### src/rtl/mc_control.sv
// Multicycle control FSM for the RV64-subset datapath: one instruction in flight,
// outputs decoded from state (ir_write/pc_write also gated by mem_ready).
module mc_control #(
   parameter int CNT_W           = 32,
   parameter bit HALT_ON_ILLEGAL = 1'b1
) (
   input  logic             i_clk,
   input  logic             i_reset,
   input  logic [6:0]       i_opcode,
   input  logic [2:0]       i_funct3,
   input  logic [6:0]       i_funct7,
   input  logic             i_mem_ready,
   output logic             o_ir_write,
   output logic             o_pc_write,
   output logic             o_pc_write_cond,
   output logic             o_pc_source,
   output logic             o_mem_read,
   output logic             o_mem_write,
   output logic             o_i_or_d,
   output logic             o_alu_src_a,
   output logic [1:0]       o_alu_src_b,
   output logic [3:0]       o_alu_ctl,
   output logic             o_reg_write,
   output logic             o_mem_to_reg,
   output logic             o_halted,
   output logic [CNT_W-1:0] o_instr_count
);

   localparam logic [3:0] S_FETCH    = 4'd0;
   localparam logic [3:0] S_DECODE   = 4'd1;
   localparam logic [3:0] S_EXEC_R   = 4'd2;
   localparam logic [3:0] S_EXEC_I   = 4'd3;
   localparam logic [3:0] S_MEM_ADDR = 4'd4;
   localparam logic [3:0] S_MEM_RD   = 4'd5;
   localparam logic [3:0] S_MEM_WB   = 4'd6;
   localparam logic [3:0] S_MEM_WR   = 4'd7;
   localparam logic [3:0] S_ALU_WB   = 4'd8;
   localparam logic [3:0] S_BRANCH   = 4'd9;
   localparam logic [3:0] S_HALT     = 4'd10;

   localparam logic [6:0] OP_R  = 7'b0110011;
   localparam logic [6:0] OP_I  = 7'b0010011;
   localparam logic [6:0] OP_LD = 7'b0000011;
   localparam logic [6:0] OP_SD = 7'b0100011;
   localparam logic [6:0] OP_B  = 7'b1100011;

   localparam logic [3:0] ALU_ADD = 4'b0010;
   localparam logic [3:0] ALU_SUB = 4'b0110;
   localparam logic [3:0] ALU_AND = 4'b0000;
   localparam logic [3:0] ALU_OR  = 4'b0001;
   localparam logic [3:0] ALU_XOR = 4'b0101;

   logic [3:0]       r_state;
   logic [3:0]       w_next;
   logic [CNT_W-1:0] r_count;
   logic             w_r_ok, w_i_ok, w_is_ld, w_is_sd, w_is_beq, w_retire;
   logic [3:0]       w_r_ctl, w_i_ctl;

   // IR is held by the datapath for the whole instruction, so decode stays live.
   always_comb begin
      w_r_ok  = 1'b0;
      w_r_ctl = ALU_ADD;
      if (i_opcode == OP_R) begin
         if (i_funct7 == 7'b0000000) begin
            case (i_funct3)
               3'b000:  begin w_r_ok = 1'b1; w_r_ctl = ALU_ADD; end
               3'b100:  begin w_r_ok = 1'b1; w_r_ctl = ALU_XOR; end
               3'b110:  begin w_r_ok = 1'b1; w_r_ctl = ALU_OR;  end
               3'b111:  begin w_r_ok = 1'b1; w_r_ctl = ALU_AND; end
               default: w_r_ok = 1'b0;
            endcase
         end else if (i_funct7 == 7'b0100000 && i_funct3 == 3'b000) begin
            w_r_ok  = 1'b1;
            w_r_ctl = ALU_SUB;
         end
      end
   end

   assign w_i_ok   = (i_opcode == OP_I) && (i_funct3 == 3'b000 || i_funct3 == 3'b110);
   assign w_i_ctl  = (i_funct3 == 3'b110) ? ALU_OR : ALU_ADD;
   assign w_is_ld  = (i_opcode == OP_LD);
   assign w_is_sd  = (i_opcode == OP_SD);
   assign w_is_beq = (i_opcode == OP_B) && (i_funct3 == 3'b000);

   always_comb begin
      w_next = r_state;
      case (r_state)
         S_FETCH:    if (i_mem_ready) w_next = S_DECODE;
         S_DECODE: begin
            if (w_r_ok)                 w_next = S_EXEC_R;
            else if (w_i_ok)            w_next = S_EXEC_I;
            else if (w_is_ld || w_is_sd) w_next = S_MEM_ADDR;
            else if (w_is_beq)          w_next = S_BRANCH;
            else                        w_next = HALT_ON_ILLEGAL ? S_HALT : S_FETCH;
         end
         S_EXEC_R:   w_next = S_ALU_WB;
         S_EXEC_I:   w_next = S_ALU_WB;
         S_ALU_WB:   w_next = S_FETCH;
         S_MEM_ADDR: w_next = w_is_ld ? S_MEM_RD : S_MEM_WR;
         S_MEM_RD:   if (i_mem_ready) w_next = S_MEM_WB;
         S_MEM_WB:   w_next = S_FETCH;
         S_MEM_WR:   if (i_mem_ready) w_next = S_FETCH;
         S_BRANCH:   w_next = S_FETCH;
         S_HALT:     w_next = S_HALT;
         default:    w_next = S_FETCH;
      endcase
   end

   assign w_retire = (r_state == S_ALU_WB) || (r_state == S_MEM_WB) || (r_state == S_BRANCH) ||
                     ((r_state == S_MEM_WR) && i_mem_ready);

   always_ff @(posedge i_clk) begin
      if (i_reset) begin
         r_state <= S_FETCH;
         r_count <= '0;
      end else begin
         r_state <= w_next;
         if (w_retire) r_count <= r_count + {{(CNT_W-1){1'b0}}, 1'b1};
      end
   end

   always_comb begin
      o_ir_write      = 1'b0;
      o_pc_write      = 1'b0;
      o_pc_write_cond = 1'b0;
      o_pc_source     = 1'b0;
      o_mem_read      = 1'b0;
      o_mem_write     = 1'b0;
      o_i_or_d        = 1'b0;
      o_alu_src_a     = 1'b0;
      o_alu_src_b     = 2'b00;
      o_alu_ctl       = ALU_ADD;
      o_reg_write     = 1'b0;
      o_mem_to_reg    = 1'b0;
      o_halted        = 1'b0;
      case (r_state)
         S_FETCH: begin
            o_mem_read  = 1'b1;
            o_alu_src_b = 2'b01;
            o_ir_write  = i_mem_ready;
            o_pc_write  = i_mem_ready;
         end
         S_DECODE:   o_alu_src_b = 2'b10;
         S_EXEC_R: begin
            o_alu_src_a = 1'b1;
            o_alu_ctl   = w_r_ctl;
         end
         S_EXEC_I: begin
            o_alu_src_a = 1'b1;
            o_alu_src_b = 2'b10;
            o_alu_ctl   = w_i_ctl;
         end
         S_MEM_ADDR: begin
            o_alu_src_a = 1'b1;
            o_alu_src_b = 2'b10;
         end
         S_MEM_RD: begin
            o_mem_read = 1'b1;
            o_i_or_d   = 1'b1;
         end
         S_MEM_WB: begin
            o_reg_write  = 1'b1;
            o_mem_to_reg = 1'b1;
         end
         S_MEM_WR: begin
            o_mem_write = 1'b1;
            o_i_or_d    = 1'b1;
         end
         S_ALU_WB:   o_reg_write = 1'b1;
         S_BRANCH: begin
            o_alu_src_a     = 1'b1;
            o_alu_ctl       = ALU_SUB;
            o_pc_write_cond = 1'b1;
            o_pc_source     = 1'b1;
         end
         S_HALT:     o_halted = 1'b1;
         default:    o_halted = 1'b0;
      endcase
   end

   assign o_instr_count = r_count;

endmodule

### config.mk
export PLATFORM = sky130hd
export DESIGN_NAME = mc_control
export DESIGN_NICKNAME = d
export VERILOG_FILES = /design/src/rtl/mc_control.sv
export SDC_FILE = /design/constraint.sdc
export NUM_CORES = 1
export LEC_CHECK = 0
export ABC_AREA = 1
export CORE_ASPECT_RATIO = 1.4
export CORE_UTILIZATION = 30
export CTS_BUF_LIST = sky130_fd_sc_hd__clkbuf_4
export DETAILED_ROUTE_END_ITERATION = 10
export PLACE_DENSITY = 0.56
export SLEW_MARGIN = 5
export SYNTH_ARGS = -nofsm -noshare
export SYNTH_HDL_FRONTEND = slang
export SYNTH_SLANG_ARGS = --single-unit
### constraint.sdc
create_clock -name i_clk -period 1.75 [get_ports i_clk]
set_clock_uncertainty 0.15 [all_clocks]
set_input_delay 0.35 -clock i_clk [delete_from_list [all_inputs] [get_ports i_clk]]
set_output_delay 0.35 -clock i_clk [all_outputs]
set_load 0.02 [all_outputs]
==> qor.yml, run 1 <==
busiest_layer: "met2"
syn_inst: 464
ir_worst_vdd_mv: 0.471
powerDensity_nw_per_um2: 615
cp.arrival_ns: 1.44
fin_setup_tns_ns: -1.86
wl_per_cell_um: 13.0
grt_use_met3_pct: 3.31
drv_slew: 0
grt_pass1_vias: 3194
numClockSinks: 36
power_leakage_nw: 2.00
post-route-worst-setup-slack_ns: -0.188
die_area_um2: 9180
numPortBuffers: 67
multiInputGateArea_um2: 1950
ys_types: 24
syn-num-nets: 485
clockRootBuffer: "clkbuf_4"
finalSetupViolCount: 28
drtAntennaViolNets: 0
syn_area_um2: 2640
grt_usage_pct: 20.5
grt_antenna_before_repair: 0
ys_warn_count: 0
via_per_inst: 4.83
met1_usage_pct: 20.9
holdPathStages: 2
nFillCells: 877
worstSkewPairLatency_ns: 0.38
crit_start: "i_opcode[4]"
fp-row-count: 40
fmax_mhz: 516
vias: 3388
rsz0062_at_grt: "yes"
instances_no_fill: 702
ys.flop_type: "dfxtp_1"
grt_max_degree: 31
period_needed_ns: 1.94
end_kind: "primary output"
hold_viol_final: 0
maxCapViolations: 0
syn-mean-instance-area_um2: 5.68
die_w_um: 81.2
reg2reg_depth: 9
critPathLaunchType: "input port"
syn_to_final_growth_pct: 66.7
synth_top_cell_by_area: "dfxtp_1"
yosys.area.top_type_share_pct: 27.3
die_y_um: 113
synth_area_leaders: "dfxtp_1 (27%), nand2_1 (23%), nor2_1 (11%)"
crit_required_ns: 1.25
place_hpwl_mm: 6.53
ctsHoldBuffers: 0
regArea_um2: 749
grt_pass1_wl_mm: 14.5
wirelength_mm: 9.15
violations: "negative setup slack"
ys_seq_area_share_pct: 27.3
synth_edf_count: 0
htreeDepth: 2
dp.cells: 679
period_share_pct: 111
cp_max_fo: 4
coreArea_um2: 8560
crit_type: "in2out"
synth_most_common_cell: "nand2_1"
gr-usage-met2_pct: 38.7
r2r-start: "r_state[2]"
clk_pin_slew_worst_paths_ns: 0.10
synthArstFlopShare_pct: 0
fin_hold_ws_ns: 0.372
io-pin-count: 69
antenna_cells: 0
nets: 617
grt_remaining_overflow: 0
max-clock-path-buffers: 2
synth-seq-cells: 36
status: "finished with violations"
cts_tree: "yes"
drc: 0
drt_iter0_markers: 174
drive_above_1_share_pct: 31.0
min_path_type: "reg2reg"
synth_top_cells_by_count: "nand2_1 (164), nor2_1 (76), nand3_1 (45)"
gp_congestion: 0.882
cts_made_buffers: 5
first_pass_iters: 4
start_util_pct: 30.8
min-delay-start: "o_instr_count[5]"
metal layers:
metal  up-vias  share of wire [%]
met2        90                 54
li1       1734                  -
met5         -                  0
met1      1542                 38
met3        22                3.7
met4         0                4.3
metrics by stage:
| stage | area (um^2) | power, W | worst slack (ns) | util, % |
|---|---|---|---|---|
| after floorplan | 2640 | 0.00132 | 0.0423 | - |
| after global placement | 3820 | 0.00177 | -0.725 | 44.6 |
| after detailed placement | 3820 | 0.00177 | -0.735 | 44.6 |
| after CTS | 4080 | 0.00251 | -0.169 | 47.6 |
| after global routing | 4400 | 0.00284 | -0.285 | 51.4 |
| final | 4400 | 0.00270 | -0.188 | 51.4 |
final timing paths:
kind                                     endpoint  slack, ns
worst min-delay path             o_instr_count[5]       0.37
worst max-delay path                 o_alu_ctl[1]      -0.19
worst min register to register   o_instr_count[5]       0.37
worst max register to register  o_instr_count[17]      -0.05
power by group:
| part | internal (W) | total (W) | switching, W | leakage, nW |
|---|---|---|---|---|
| logic | 0.000596 | 0.00122 | 0.000624 | 1.67 |
| clock network | 0.000292 | 0.000594 | 0.000302 | 0.0403 |
| registers | 0.000847 | 0.000888 | 0.0000405 | 0.299 |
layout by cell type (no fill, tap or decap), drive strengths merged:
| master | n |
|---|---|
| a21oi | 35 |
| and3 | 2 |
| buf | 86 |
| bufinv | 1 |
| clkbuf | 7 |
| clkdlybuf4s15 | 2 |
| clkdlybuf4s50 | 6 |
| clkinv | 2 |
| conb | 1 |
| dfxtp | 36 |
| dlygate4sd2 | 42 |
| dlymetal6s2s | 1 |
| ha | 1 |
| inv | 44 |
| nand2 | 164 |
| nand3 | 46 |
| nand3b | 14 |
| nand4 | 5 |
| nor2 | 81 |
| nor3 | 6 |
| o21ai | 6 |
| xnor2 | 3 |
| xor2 | 6 |
critical path, cell delays in order:
cell and delay, ns:
clkdlybuf4s50_1 0.50, nand3_2 0.11, nor2_4 0.16, nand3_2 0.09, nand2_2 0.08, inv_2 0.03, buf_6 0.12
sequential cells by signal (all words and copies together) (netlist names):
register and count:
o_instr_count 32, r_state 4
cell families (layout without fill, tap and decap cells):
kind of cell,count (synthesis),after routing,synth area share (%)
DFF,36,36,27.3
xor gates and xnor gates,9,9,2.99
other,1,1,0.142
adders and majority gates,1,1,0.474
AOI/OAI and AO/OA,41,41,7.78
and+or+nand+nor,318,318,51.7
buffers and inverters,58,191,9.63
cell type report:
cell class,instances,area share (%)
clock buffers,5,0.854
clock inverters,3,0.854
inverters,44,3.99
multi-input cells,370,44.3
flip-flops and latches,36,17.1
well taps,105,2.99
repair buffers,139,30.0
repair_timing:
item,in CTS,in global routing
cloned,0,3
gates resized for setup,197,79
setup buffers,9,3
pin swaps,25,28
endpoints found under the setup margin,74,46
No activity file was read; power rests on OpenSTA's default activity.
==> inputs of run 2 (changes only) <==
- CORE_MARGIN: default -> 8
==> run 2 against run 1 <==
  * The run still ends with negative setup slack left
  * Die area grew 32%
  * Final cell count grew 3.7%
  * Sequential share of layout area shrank 1.7 points
  * Global-route usage shrank 4.4 points
  * Hold slack lost 0.0038 ns
  * Utilization grew 6.1 points
  * Critical endpoint is now o_alu_ctl[2]
  * Largest power group unchanged
  * Highest routed layer unchanged
==> qor.yml, run 2 (synthesis gave the netlist of run 1 again) <==
drive_above_1_share_pct: 41.4  # +10 points
drt_iter0_markers: 137  # -21%
vias: 3510  # +3.6%
nets: 643  # +4.2%
drc: 0  # unchanged
numClockSinks: 36  # unchanged
wl_per_cell_um: 14.3  # +9.6%
numPortBuffers: 67  # unchanged
drtAntennaViolNets: 0  # unchanged
grt_pass1_vias: 3486  # +9.1%
die_y_um: 127  # +12%
rsz0062_at_grt: "yes"
period_share_pct: 111  # +0.55 points
gp_congestion: 0.886  # +0.46%
period_needed_ns: 1.95  # +0.00962 ns
dp.cells: 684  # +0.74%
min_path_type: "reg2reg"
first_pass_iters: 4  # unchanged
max-clock-path-buffers: 2  # unchanged
coreArea_um2: 8560  # unchanged
gr-usage-met2_pct: 29.9  # -8.8 points
clockRootBuffer: "clkbuf_4"
worstSkewPairLatency_ns: 0.34  # -0.04 ns
status: "finished with violations"
die_w_um: 95.2  # +17%
ir_worst_vdd_mv: 0.465  # -1.2%
power_frac_clock_pct: 15.3  # -6.7 points
fmax_mhz: 513  # -0.49%
wirelength_mm: 10.4  # +14%
io-pin-count: 69  # unchanged
most-common-layout-cells: "nand2_1 (140), buf_4 (66), nor2_1 (55), dlygate4sd2_1 (47), buf_6 (37)"
instances_no_fill: 728  # +3.7%
swShare_pct: 37.5  # +1.8 points
die_area_um2: 12100  # +32%
finalSetupViolCount: 35  # +25%
powerDensity_nw_per_um2: 585  # -4.8%
via_per_inst: 4.82  # about the same
fp-row-count: 40  # unchanged
antenna_cells: 0  # unchanged
grt_pass1_wl_mm: 15.9  # +9.3%
htreeDepth: 2  # unchanged
nFillCells: 814  # -7.2%
start_util_pct: 30.8  # unchanged
regArea_um2: 753  # +0.50%
grt_remaining_overflow: 0  # unchanged
drv_slew: 0  # unchanged
met1_usage_pct: 15.9  # -5.0 points
clk_pin_slew_worst_paths_ns: 0.11  # about the same
end_kind: "primary output"
cts_made_buffers: 5  # unchanged
p_int_w: 0.00180  # +3.7%
critPathLaunchType: "register"
cts_tree: "yes"
hold_viol_final: 0  # unchanged
multiInputGateArea_um2: 2210  # +13%
place_hpwl_mm: 7.12  # +9.1%
ctsHoldBuffers: 0  # unchanged
cp.arrival_ns: 1.45  # about the same
share_comb_of_total_power_pct: 53.9  # +8.7 points
grt_antenna_before_repair: 0  # unchanged
cp_max_fo: 4  # unchanged
grt_use_met3_pct: 3.90  # +0.59 points
syn_to_final_growth_pct: 86.6
seq_power_share_pct: 30.8  # -2.1 points
p_total_w: 0.00288  # +6.6%
crit_type: "reg2out"
violations: "negative setup slack"
busiest_layer: "met2"
p_switching_w: 0.00108  # +12%
grt_max_degree: 31  # unchanged
largest_reg_flops: 32  # unchanged
maxCapViolations: 0  # unchanged
power_leakage_nw: 2.29  # +14%
post-route-worst-setup-slack_ns: -0.198  # -0.00962 ns
grt_usage_pct: 16.0  # -4.4 points
crit_required_ns: 1.25  # about the same
final_common_cell: "nand2_1"
[run 2: final timing paths]
path                          start                 to  slack, ns  cells after the start
setup / recovery         r_state[2]       o_alu_ctl[2]      -0.20                      6
hold / removal    o_instr_count[31]  o_instr_count[31]       0.37                      2
setup reg to reg         r_state[1]  o_instr_count[21]      -0.08                     10
hold reg to reg   o_instr_count[31]  o_instr_count[31]       0.37                      2
[run 2: per-layer routing]
layer,share of wire [%],vias up
li1,-,1790
met5,0,-
met4,3.5,0
met2,54,89
met3,5.8,26
met1,37,1605
[run 2: area by class of cell]
type / count / share of cell area, %
clock buffers: 5 / 0.763
clock inverters: 3 / 0.280
inverters: 44 / 3.71
multi-input cells: 370 / 44.9
flip-flops and latches: 36 / 15.3
well taps: 105 / 2.67
repair buffers: 165 / 32.4
[run 2: power groups by stage]
stage | clock (W) | sequential, W | combinational, W
finish | 0.000440 | 0.000888 | 0.00155
global route | 0.000497 | 0.000892 | 0.00164
CTS | 0.000468 | 0.000884 | 0.00115
detailed placement | 0 | 0.000885 | 0.000905
global placement | 0 | 0.000884 | 0.000908
floorplan | 0 | 0.000892 | 0.000426
[run 2: metrics by stage]
stage               utilization, %  instance area, um^2  setup WS, ns  TNS, ns  hold slack (ns)
floorplan                        -                 2640        0.0423        0            0.332
global placement              45.1                 3860        -0.725    -9.74            0.350
detailed placement            45.1                 3860        -0.736   -10.50            0.355
CTS                           49.5                 4240        -0.192    -1.73            0.372
global route                  57.5                 4920        -0.254    -5.42            0.387
finish                        57.5                 4920        -0.198    -2.36            0.368
[run 2: timing repair]
action                     4_1_cts  5_1_grt
setup endpoints to repair       80       54
buffers inserted                16       19
gates cloned                     2        4
pin swaps                       19       53
resized for setup              217      137
[run 2: worst max-delay path: stages (launching register included)]
cell     delay, ns
dfxtp_4       0.39
buf_6         0.12
nor2_4        0.16
nand2_4       0.10
buf_4         0.15
nand2_1       0.06
buf_6         0.12
==> inputs of run 3 (changes only) <==
- CTS_CLUSTER_SIZE: default -> 24
- PLACE_DENSITY: 0.56 -> 0.52
- clock period: 1.75 -> 1.9 ns (I/O delays scaled with it)
==> run 3 against run 2 <==
  * The run still ends with negative setup slack left
  * Via count decreased by 6.4%
  * Largest power group unchanged
  * Final cell count decreased by 4.8%
  * Sequential share of layout area increased by 3.0 points
  * Count of clock-buffer cells in the layout unchanged
  * Critical endpoint is now o_alu_ctl[1]
  * Combinational power decreased by 37%
  * Register-to-register slack improved by 0.24 ns
  * First-iteration DRC count decreased by 13%
==> qor.yml, run 3 (synthesis gave the netlist of run 1 again) <==
cp_top_family: "buffers and inverters"
cts_made_buffers: 5  # unchanged
most-common-layout-cells: "nand2_1 (158), nor2_1 (62), buf_4 (62), dlygate4sd2_1 (43), nand3_1 (42)"
htreeDepth: 2  # unchanged
first_pass_iters: 4  # unchanged
post-route-worst-setup-slack_ns: -0.0901  # +0.107 ns
holdPathStages: 2  # unchanged
drt_iter0_markers: 119  # -13%
wirelength_mm: 9.41  # -9.5%
powerDensity_nw_per_um2: 546  # -6.6%
numPortBuffers: 67  # unchanged
nFillCells: 948  # +16%
critPathSlowestCell: "clkdlybuf4s50_1"
die_y_um: 127  # unchanged
grt_usage_pct: 16.3  # +0.29 points
die_w_um: 95.2  # unchanged
period_share_pct: 105
largest_reg_flops: 32  # unchanged
fmax_mhz: 502
grt_pass1_wl_mm: 15.7  # -0.91%
grt_antenna_before_repair: 1  # +1
period_needed_ns: 1.99
syn_to_final_growth_pct: 52.4
cp.arrival_ns: 1.46  # about the same
gp_congestion: 0.982  # +11%
coreArea_um2: 8560  # unchanged
crit_cells: 7  # +1
start_util_pct: 30.8  # unchanged
max-clock-path-buffers: 2  # unchanged
fin_hold_ws_ns: 0.363  # -0.00515 ns
clk_pin_slew_worst_paths_ns: 0.10  # about the same
rsz0062_at_grt: "yes"
fp-row-count: 40  # unchanged
grt_remaining_overflow: 0  # unchanged
final_common_cell: "nand2_1"
vias: 3285  # -6.4%
crit_buf_inv: 3  # unchanged
hold_viol_final: 0  # unchanged
cp_max_fo: 4  # unchanged
critPathMaxStageDelay_ns: 0.50  # +0.11 ns
numClockSinks: 36  # unchanged
instances_no_fill: 693  # -4.8%
crit_type: "in2out"
status: "finished with violations"
drive_above_1_share_pct: 21.5  # -20 points
grt_max_degree: 31  # unchanged
power_leakage_nw: 1.86  # -19%
drc: 0  # unchanged
via_per_inst: 4.74  # -1.7%
fin_setup_tns_ns: -0.334  # +2.02 ns
clockRootBuffer: "clkbuf_4"
ir_worst_vdd_mv: 0.275  # -41%
drv_slew: 0  # unchanged
finalSetupViolCount: 9  # -74%
grt_pass1_vias: 3287  # -5.7%
critical_path.cell_chain: "clkdlybuf4s50_1 > nand3_2 > nor2_4 > nand3_1 > nand2_1 > inv_1 > buf_6"
die_area_um2: 12100  # unchanged
wl_per_cell_um: 13.6  # -4.9%
io-pin-count: 69  # unchanged
violations: "negative setup slack"
min_path_type: "reg2reg"
nets: 608  # -5.4%
place_hpwl_mm: 7.29  # +2.4%
maxCapViolations: 0  # unchanged
worstSkewPairLatency_ns: 0.35  # about the same
critPathLaunchType: "input port"
drtAntennaViolNets: 0  # unchanged
dp.cells: 680  # -0.58%
end_kind: "primary output"
reg2reg_depth: 11  # +1
ctsHoldBuffers: 0  # unchanged
crit_required_ns: 1.37  # +0.12 ns
cts_tree: "yes"
==> run 3: changes by cell type in the layout (fill, tap and decap cells not counted), sizes merged <==
cell / delta
clkdlybuf4s50: +6
diode: +1
dlygate4sd2: -4
dlymetal6s2s: -2
clkinv: -1
clkbuf: -3
buf: -32
==> run 3: path summary, 6_finish.rpt <==
path | slack (ns) | start | end
hold / removal | 0.36 | o_instr_count[5] | o_instr_count[5]
setup reg to reg | 0.16 | o_instr_count[0] | o_instr_count[20]
hold reg to reg | 0.36 | o_instr_count[5] | o_instr_count[5]
setup / recovery | -0.09 | i_opcode[0] | o_alu_ctl[1]
==> run 3: layout make-up <==
class                      instances  area (um^2)  share of cell area [%]
inverter                          44          165                    4.11
clock buffer                       5         37.5                   0.934
antenna                            1         2.50                  0.0622
sequential                        36          736                    18.3
multi-input combinational        370         1790                    44.5
clock inverter                     2         7.51                   0.187
tap                              105          131                    3.27
timing repair buffer             130         1150                    28.6
==> run 3: per-stage QoR <==
step | utilization [%] | total power (W) | area [um^2] | setup slack (ns)
after global routing | 47.0 | 0.00233 | 4020 | -0.157
after floorplan | - | 0.00121 | 2640 | 0.113
after global placement | 45.0 | 0.00171 | 3850 | -0.631
after detailed placement | 45.0 | 0.00172 | 3850 | -0.612
final | 47.0 | 0.00220 | 4020 | -0.0901
after CTS | 45.4 | 0.00213 | 3880 | -0.0806
==> run 3: per-layer routing <==
layer	vias to the layer above	track usage, %	wire length, um
met5	-	0	0
met4	0	8.12	338
met3	21	3.60	488
met2	82	30.4	5020
met1	1465	16.2	3570
li1	1717	-	-
==> run 3: timing repair <==
action / 4_1_cts / 5_1_grt
endpoints found under the setup margin: 47 / 21
resized for setup: 152 / 34
hold endpoints to repair: 0 / 0
setup buffers: 1 / 5
pin swaps: 10 / 9
==> run 3: report_power, final <==
part	switching (W)	internal, W	leakage (nW)
registers	0.0000281	0.000779	0.293
logic	0.000512	0.000473	1.54
clock network	0.000275	0.000129	0.0261
total	0.000815	0.00138	1.86
==> run 3: worst reg2reg max path: cells and delay by family (launching register included) <==
kind	cells	cell delay (ns)
flops	1	0.35
buf+inv	1	0.10
fa+ha+maj	1	0.19
simple gates	9	0.89
